### src/rtl/vga_timing_if.sv
// Raster timing bundle from vga_timing_gen to the sprite/background drawers.
// Optional frame counter signal present only when VGA_TIMING_FRAME_COUNT_EN is defined.
interface vga_timing_if;
  logic [9:0]  DrawX;
  logic [9:0]  DrawY;
  logic        blank;
  logic        hs;
  logic        vs;
  logic        frame_start;
  logic        line_start;
`ifdef VGA_TIMING_FRAME_COUNT_EN
  logic [15:0] frame_cnt;
`endif

  modport master (
    output DrawX,
    output DrawY,
    output blank,
    output hs,
    output vs,
    output frame_start,
    output line_start
`ifdef VGA_TIMING_FRAME_COUNT_EN
    ,
    output frame_cnt
`endif
  );

  modport slave (
    input DrawX,
    input DrawY,
    input blank,
    input hs,
    input vs,
    input frame_start,
    input line_start
`ifdef VGA_TIMING_FRAME_COUNT_EN
    ,
    input frame_cnt
`endif
  );
endinterface

### src/rtl/vga_timing_gen.sv
// 640x480@60 VGA raster timing: pixel/line counters, blank, start pulses, delayed syncs.
// Optional: define VGA_TIMING_FRAME_COUNT_EN to add the 16-bit frame_cnt output.
module vga_timing_gen #(
  parameter int unsigned H_VISIBLE  = 640,
  parameter int unsigned H_FP       = 16,
  parameter int unsigned H_SYNC     = 96,
  parameter int unsigned H_BP       = 48,
  parameter int unsigned V_VISIBLE  = 480,
  parameter int unsigned V_FP       = 10,
  parameter int unsigned V_SYNC     = 2,
  parameter int unsigned V_BP       = 33,
  parameter int unsigned SYNC_DELAY = 2
) (
  input  logic         vga_clk,
  input  logic         reset_n,
  vga_timing_if.master vga
);

  localparam int unsigned H_TOTAL = H_VISIBLE + H_FP + H_SYNC + H_BP;
  localparam int unsigned V_TOTAL = V_VISIBLE + V_FP + V_SYNC + V_BP;

  localparam logic [9:0] H_LAST     = 10'(H_TOTAL - 1);
  localparam logic [9:0] V_LAST     = 10'(V_TOTAL - 1);
  localparam logic [9:0] H_VIS      = 10'(H_VISIBLE);
  localparam logic [9:0] V_VIS      = 10'(V_VISIBLE);
  localparam logic [9:0] H_SYNC_BEG = 10'(H_VISIBLE + H_FP);
  localparam logic [9:0] H_SYNC_END = 10'(H_VISIBLE + H_FP + H_SYNC);
  localparam logic [9:0] V_SYNC_BEG = 10'(V_VISIBLE + V_FP);
  localparam logic [9:0] V_SYNC_END = 10'(V_VISIBLE + V_FP + V_SYNC);

  if (SYNC_DELAY > 4) begin : g_bad_delay
    $error("vga_timing_gen: SYNC_DELAY must be 0..4");
  end
  if (H_TOTAL > 1024 || V_TOTAL > 1024) begin : g_bad_total
    $error("vga_timing_gen: counters are 10 bits wide");
  end

  logic [9:0] hc_q, hc_d;
  logic [9:0] vc_q, vc_d;
  logic       blank_q, blank_d;
  logic       line_start_q, line_start_d;
  logic       frame_start_q, frame_start_d;
  logic       hs_int_q, hs_int_d;
  logic       vs_int_q, vs_int_d;

  // Qualifiers decode the next-state counters so they land in the same cycle as DrawX/DrawY.
  always_comb begin
    hc_d = hc_q + 10'd1;
    vc_d = vc_q;
    if (hc_q == H_LAST) begin
      hc_d = '0;
      vc_d = (vc_q == V_LAST) ? '0 : vc_q + 10'd1;
    end
    blank_d       = (hc_d < H_VIS) && (vc_d < V_VIS);
    hs_int_d      = !((hc_d >= H_SYNC_BEG) && (hc_d < H_SYNC_END));
    vs_int_d      = !((vc_d >= V_SYNC_BEG) && (vc_d < V_SYNC_END));
    line_start_d  = (hc_d == '0);
    frame_start_d = (hc_d == '0) && (vc_d == '0);
  end

  always_ff @(posedge vga_clk or negedge reset_n) begin
    if (!reset_n) begin
      hc_q          <= '0;
      vc_q          <= '0;
      blank_q       <= 1'b0;
      line_start_q  <= 1'b0;
      frame_start_q <= 1'b0;
      hs_int_q      <= 1'b1;
      vs_int_q      <= 1'b1;
    end else begin
      hc_q          <= hc_d;
      vc_q          <= vc_d;
      blank_q       <= blank_d;
      line_start_q  <= line_start_d;
      frame_start_q <= frame_start_d;
      hs_int_q      <= hs_int_d;
      vs_int_q      <= vs_int_d;
    end
  end

  // Sync delay matches the drawers' ROM-read plus colour-register latency.
  if (SYNC_DELAY == 0) begin : g_no_delay
    assign vga.hs = hs_int_q;
    assign vga.vs = vs_int_q;
  end else begin : g_delay
    logic [1:0] sync_sr_q [SYNC_DELAY];

    always_ff @(posedge vga_clk or negedge reset_n) begin
      if (!reset_n) begin
        for (int unsigned k = 0; k < SYNC_DELAY; k++) begin
          sync_sr_q[k] <= '1;
        end
      end else begin
        sync_sr_q[0] <= {hs_int_q, vs_int_q};
        for (int unsigned k = 1; k < SYNC_DELAY; k++) begin
          sync_sr_q[k] <= sync_sr_q[k-1];
        end
      end
    end

    assign vga.hs = sync_sr_q[SYNC_DELAY-1][1];
    assign vga.vs = sync_sr_q[SYNC_DELAY-1][0];
  end

`ifdef VGA_TIMING_FRAME_COUNT_EN
  logic [15:0] frame_cnt_q;

  always_ff @(posedge vga_clk or negedge reset_n) begin
    if (!reset_n) begin
      frame_cnt_q <= '0;
    end else if (frame_start_d) begin
      frame_cnt_q <= frame_cnt_q + 16'd1;
    end
  end

  assign vga.frame_cnt = frame_cnt_q;
`endif

  assign vga.DrawX       = hc_q;
  assign vga.DrawY       = vc_q;
  assign vga.blank       = blank_q;
  assign vga.line_start  = line_start_q;
  assign vga.frame_start = frame_start_q;

endmodule
### src/flat_wrapper.sv
// flat-port wrapper written by rule: the top's interface ports become plain ports
module vga_timing_gen_flat 
#(
  parameter int unsigned H_VISIBLE  = 640,
  parameter int unsigned H_FP       = 16,
  parameter int unsigned H_SYNC     = 96,
  parameter int unsigned H_BP       = 48,
  parameter int unsigned V_VISIBLE  = 480,
  parameter int unsigned V_FP       = 10,
  parameter int unsigned V_SYNC     = 2,
  parameter int unsigned V_BP       = 33,
  parameter int unsigned SYNC_DELAY = 2
)
  (vga_clk, reset_n, vga_DrawX, vga_DrawY, vga_blank, vga_hs, vga_vs, vga_frame_start, vga_line_start);
  vga_timing_if vga_i ();
  input  logic vga_clk;
  input  logic reset_n;
  output wire logic [$bits(vga_i.DrawX)-1:0] vga_DrawX;
  output wire logic [$bits(vga_i.DrawY)-1:0] vga_DrawY;
  output wire logic [$bits(vga_i.blank)-1:0] vga_blank;
  output wire logic [$bits(vga_i.hs)-1:0] vga_hs;
  output wire logic [$bits(vga_i.vs)-1:0] vga_vs;
  output wire logic [$bits(vga_i.frame_start)-1:0] vga_frame_start;
  output wire logic [$bits(vga_i.line_start)-1:0] vga_line_start;
  assign vga_DrawX = vga_i.DrawX;
  assign vga_DrawY = vga_i.DrawY;
  assign vga_blank = vga_i.blank;
  assign vga_hs = vga_i.hs;
  assign vga_vs = vga_i.vs;
  assign vga_frame_start = vga_i.frame_start;
  assign vga_line_start = vga_i.line_start;
  vga_timing_gen #(.H_VISIBLE(H_VISIBLE), .H_FP(H_FP), .H_SYNC(H_SYNC), .H_BP(H_BP), .V_VISIBLE(V_VISIBLE), .V_FP(V_FP), .V_SYNC(V_SYNC), .V_BP(V_BP), .SYNC_DELAY(SYNC_DELAY)) u_core (.vga_clk(vga_clk), .reset_n(reset_n), .vga(vga_i));
endmodule
### config.mk
export PLATFORM = sky130hd
export DESIGN_NAME = vga_timing_gen_flat
export DESIGN_NICKNAME = d
export VERILOG_FILES = /design/src/rtl/vga_timing_if.sv /design/src/rtl/vga_timing_gen.sv /design/src/flat_wrapper.sv
export SDC_FILE = /design/constraint.sdc
export NUM_CORES = 1
export LEC_CHECK = 0
export ABC_CLOCK_PERIOD_IN_PS = 2500
export BUFFER_PORTS_ARGS = -buffer_cell sky130_fd_sc_hd__clkbuf_2
export CAP_MARGIN = 20
export CORE_MARGIN = 4
export CORE_UTILIZATION = 45
export CTS_BUF_LIST = sky130_fd_sc_hd__clkbuf_16
export CTS_CLUSTER_DIAMETER = 60
export CTS_CLUSTER_SIZE = 12
export DETAILED_ROUTE_END_ITERATION = 16
export GPL_TIMING_DRIVEN = 0
export PLACE_DENSITY = 0.69
export RECOVER_POWER = 25
export SLEW_MARGIN = 0
export SYNTH_ARGS = -nofsm -noshare
export SYNTH_HDL_FRONTEND = slang
export SYNTH_SLANG_ARGS = --single-unit
### constraint.sdc
create_clock -name vga_clk -period 2.5 [get_ports vga_clk]
set_input_delay 0 -clock vga_clk [delete_from_list [all_inputs] [get_ports vga_clk]]
set_output_delay 0 -clock vga_clk [all_outputs]
set_load 0.005 [all_outputs]
; ---- Word level (Yosys, flattened, before mapping)
; Cells that the tools add are included.
[totals]
latchBits = 0
mem_bits_rw = 0
ff_bits = 29
wordCells = 30
rom_bits = 0
n_memories = 0
[classes]
mul = 0
n_mux = 3
div_mod_pow = 0
reduce_logical = 8
bitwise = 0
n_eq_ne = 2
addsub = 2
shifts = 0
n_lt_le_gt_ge = 6
[op_table]
columns = op, count
row1 = 10-bit 2-to-1 mux, 3
row2 = 10-bit by 1-bit adder with 10-bit output (second input constant), 2
row3 = 10-bit equality test (second input constant), 2
row4 = 10-bit zero test, 2
row5 = 10-bit less-than comparator (second input constant), 2
row6 = 10-bit by 9-bit less-than comparator with 1-bit output (second input constant), 2
row7 = 10-bit >= comparator (second input constant), 1
row8 = 10-bit by 9-bit >= comparator with 1-bit output (second input constant), 1
row9 = 1-bit logical AND, 4
row10 = 1-bit zero test, 2

; ---- Logic depth before layout (Yosys ltp)
[depth]
depth_word = 6
mapped_depth = 9
mapped_depth_nobuf = 8

; ---- Least setup slack after synthesis
; Ideal clock, no wire load.
[synth_path]
path_type = register -> register
from = register u_core.hc_q[0] (netlist: u_core.vga.DrawX[0])
to = register u_core.frame_start_q (netlist: u_core.vga.frame_start)
slack_ps = 464
required_ps = 2432
t_arrival_ps = 1968
path_stages_with_launch = 8
synth_period_minus_slack_ps = 2036
path_cell_list = dfrtp_1 ha_1 nand4_2 or3_1 buf_2 o22a_1 nor4_1 and4b_1
[synth_via]
elab_chain_cells = 4
[synth_rtl]
columns = item, line_no
row1 = "start, declared", vga_timing_gen.sv:38  ; logic [9:0] hc_q, hc_d;
row2 = "start signal, assigned", vga_timing_gen.sv:63  ; hc_q <= '0;
row3 = "start signal, assigned", vga_timing_gen.sv:71  ; hc_q <= hc_d;
row4 = 10-bit by 1-bit adder with 10-bit output or 10-bit equality test (tied branches), "vga_timing_gen.sv:48, vga_timing_gen.sv:50"
row5 = 10-bit 2-to-1 mux, vga_timing_gen.sv:50  ; if (hc_q == H_LAST) begin
row6 = 10-bit zero test, vga_timing_gen.sv:58  ; frame_start_d = (hc_d == '0) && (vc_d == '0);
row7 = 1-bit logical AND *, vga_timing_gen.sv:58
row8 = named net u_core.frame_start_d, vga_timing_gen.sv:42  ; logic frame_start_q, frame_start_d;
row9 = "end signal, assigned", vga_timing_gen.sv:75  ; frame_start_q <= frame_start_d;
row10 = "end, declared", vga_timing_gen.sv:42
; Mark *: on every way through the listed nets, which the timed path passes. The rest lies on a longest branch.

; ---- Final worst setup path
; Ends and elaborated chain as after synthesis.

==> metrics.cfg <==
[yosys]
synth_top_cell_by_area=dfrtp_1
syn_area_mm2=0.00159
avgSynthCellArea_um2=10.2
synth-edff-count=0
syn_nets=162
yosysUniqueCellTypes=50
synth_area_leaders=dfrtp_1, dfstp_2, xnor2_1, nand3_1, nand2_1
synth-seq-cells=29
yosysSeqAreaShare_pct=46.0
synth_top_area_share_pct=36.1
synthArstFlopShare_pct=100
synth_ff_type=dfrtp_1
yosysWarnings=0
netlist_instances=157

[drt]
dr.pass1.iters=4
wl_per_cell_um=14.6
drt_iter0_drc=60
detail-route-antenna-nets=0
vias_per_cell=5.49
drc=0
vias=1307
drt_wl_total_um=3460

[cells_and_area]
area_growth_pct=23.0
layout_common_cells=dfrtp_1, clkbuf_2, nand2_1
drive_gt1_share_pct=24.5
diodes=0
layout.nets=196
final_common_cell=dfrtp_1

[placement]
gp_congestion=0.844
port_buffers=26
dpl.hpwl_um=2430

[setup_path]
critPathLaunchType=flip-flop
startpoint=u_core.vga.DrawX[0]
rr_worst_depth=7
r2r_end=u_core.vga.frame_start
critPathKind=reg2reg
r2r_slack_ns=0.20
crit_chain=ha_1 > nand4_4 > nor4_4 > a31oi_1 > nand2b_4 > o311ai_1 > and4b_1
max_stage_delay_ns=0.40
r2r_start=u_core.vga.DrawX[0]
crit_required_ns=2.70
crit_path_end_kind=flip-flop
cp_slowest_cell=nor4_4
cp.arrival_ns=2.50
path_max_fanout=6
crit_end=u_core.vga.frame_start

[timing]
drv_slew=0
timing.final.setup_violations=0
post-route-min-period_ns=2.30
hold_viol=0
finalSetupTns_ns=0
finClkSkew_ns=0.00540
max_slew.worst_pin.slew_ns=1.49
rsz0062_at_grt=no
post-route-period-util_pct=92.1
slew_headroom_pct=0.987
fmax_mhz=434

[clock_network]
cts_buffers=5
postCtsSetupRepairBufs=0
htreeDepth=2
cts_tree=done
clock_latency_ns=0.27
cts_sinks=29
cts_root_buf=clkbuf_16
clk_pin_slew_ns=0.05
clock_path_buffers=2

[outcome]
status=finished, final reports clean

[die]
initial_utilization_pct=47.0
fp.dieW_um=67.5
ios=27
core.rowCount=21
die_h_um=67.5
coreArea_mm2=0.00339
dieArea_mm2=0.00456

[global_routing]
grt_pass1_vias=1260
antenna_found_initial=0
grt_max_degree=30
grt.total_usage_pct=17.6
overflow=0
grt_pass1_wl_um=5840

[hold_path]
hold_depth=0
hp-start=u_core.hs_int_q
holdCritPathClass=reg2reg

[power_and_ir_drop]
p_leak_nw=0.883
p_total_mw=1.13
powerDensity_mw_per_mm2=579
max-vdd-ir-drop_v=0.000465

[job]
drv_cap=0

## cell families (layout without fill, tap and decap cells)
family | count (synthesis) | after routing | share of synthesized area [%]
AO/OA/AOI/OAI | 25 | 25 | 10.8
AND/OR/NAND/NOR | 67 | 67 | 25.7
flip-flops | 29 | 29 | 46.0
buffers and inverters | 15 | 50 | 4.87
adder cells (fa/ha/maj) | 3 | 3 | 2.36
multiplexers | 4 | 4 | 2.59
XOR/XNOR | 14 | 14 | 7.69
## routing by layer
layer  up-vias  track usage [%]  share of wire [%]
li1        637                -                  -
met1       617             22.4                 45
met2        40             24.9                 45
met3        13             7.49                7.1
met4         0             10.1                2.9
met5         -                0                  0
## final cells by class
| cell class | count | area, um2 |
|---|---|---|
| Fill cell | 299 | 1430 |
| Multi-Input combinational cell | 113 | 798 |
| Sequential cell | 29 | 733 |
| Timing Repair Buffer | 27 | 131 |
| Clock buffer | 5 | 125 |
| Tap cell | 46 | 57.6 |
| Buffer | 9 | 55.1 |
| Clock inverter | 3 | 37.5 |
| Inverter | 6 | 22.5 |
## critical path, delay by kind of cell (launching register included)
kind	cells	cell delay [ns]
and+or+nand+nor	4	1.04
AOI/OAI and AO/OA	2	0.47
DFF	1	0.39
adders and majority gates	1	0.32
## power breakdown
group / switching [mW] / internal [mW] / total (mW) / leakage (nW)
Sequential: 0 / 0.471 / 0.471 / 0.365
Combinational: 0.00853 / 0.00133 / 0.00986 / 0.435
Clock: 0.193 / 0.461 / 0.654 / 0.0826
## synth_stat cells (3+ instances only)
master and instances:
nand3_1 10, a21oi_1 3, mux2i_1 3, nand2b_1 3, xor2_1 5, nor2_1 10, xnor2_1 9, buf_2 5
nand4_1 4, nor3_1 3, nor4_1 3, o21ai_0 4, inv_1 6, ha_1 3, and4_1 3, o31ai_1 4
dfstp_2 6, dfrtp_1 23, nand2_1 13
## metrics by stage
stage	worst slack, ns	hold slack, ns	std cells	utilization, %	cell area, um2
2_1_floorplan	0.464	-0.296	157	-	1590
3_3_place_gp	0.247	0.0745	229	52.6	1780
3_5_place_dp	0.199	0.0803	229	52.6	1780
4_1_cts	0.186	0.331	238	57.7	1950
5_1_grt	0.0267	0.356	238	57.8	1960
6_report	0.197	0.354	238	57.8	1960
## timing repair
item | 4_1_cts | 5_1_grt
gates resized for setup | 0 | 2
endpoints found under the setup margin | 0 | 1
hold buffers | 1 | 0
endpoints found under the hold margin | 23 | 0
## how the worst min path moves through the flow
stage	to	slack, ns
after detailed placement	u_core.vga.DrawX[6]	0.08
after global routing	u_core.g_delay.sync_sr_q[3]	0.36
after CTS	u_core.vga.DrawY[7]	0.33
final	u_core.g_delay.sync_sr_q[3]	0.35
after floorplan	u_core.vga.DrawX[0]	-0.30
after global placement	u_core.vga.DrawX[6]	0.07
Note: power is estimated with default switching activity, not from simulation.
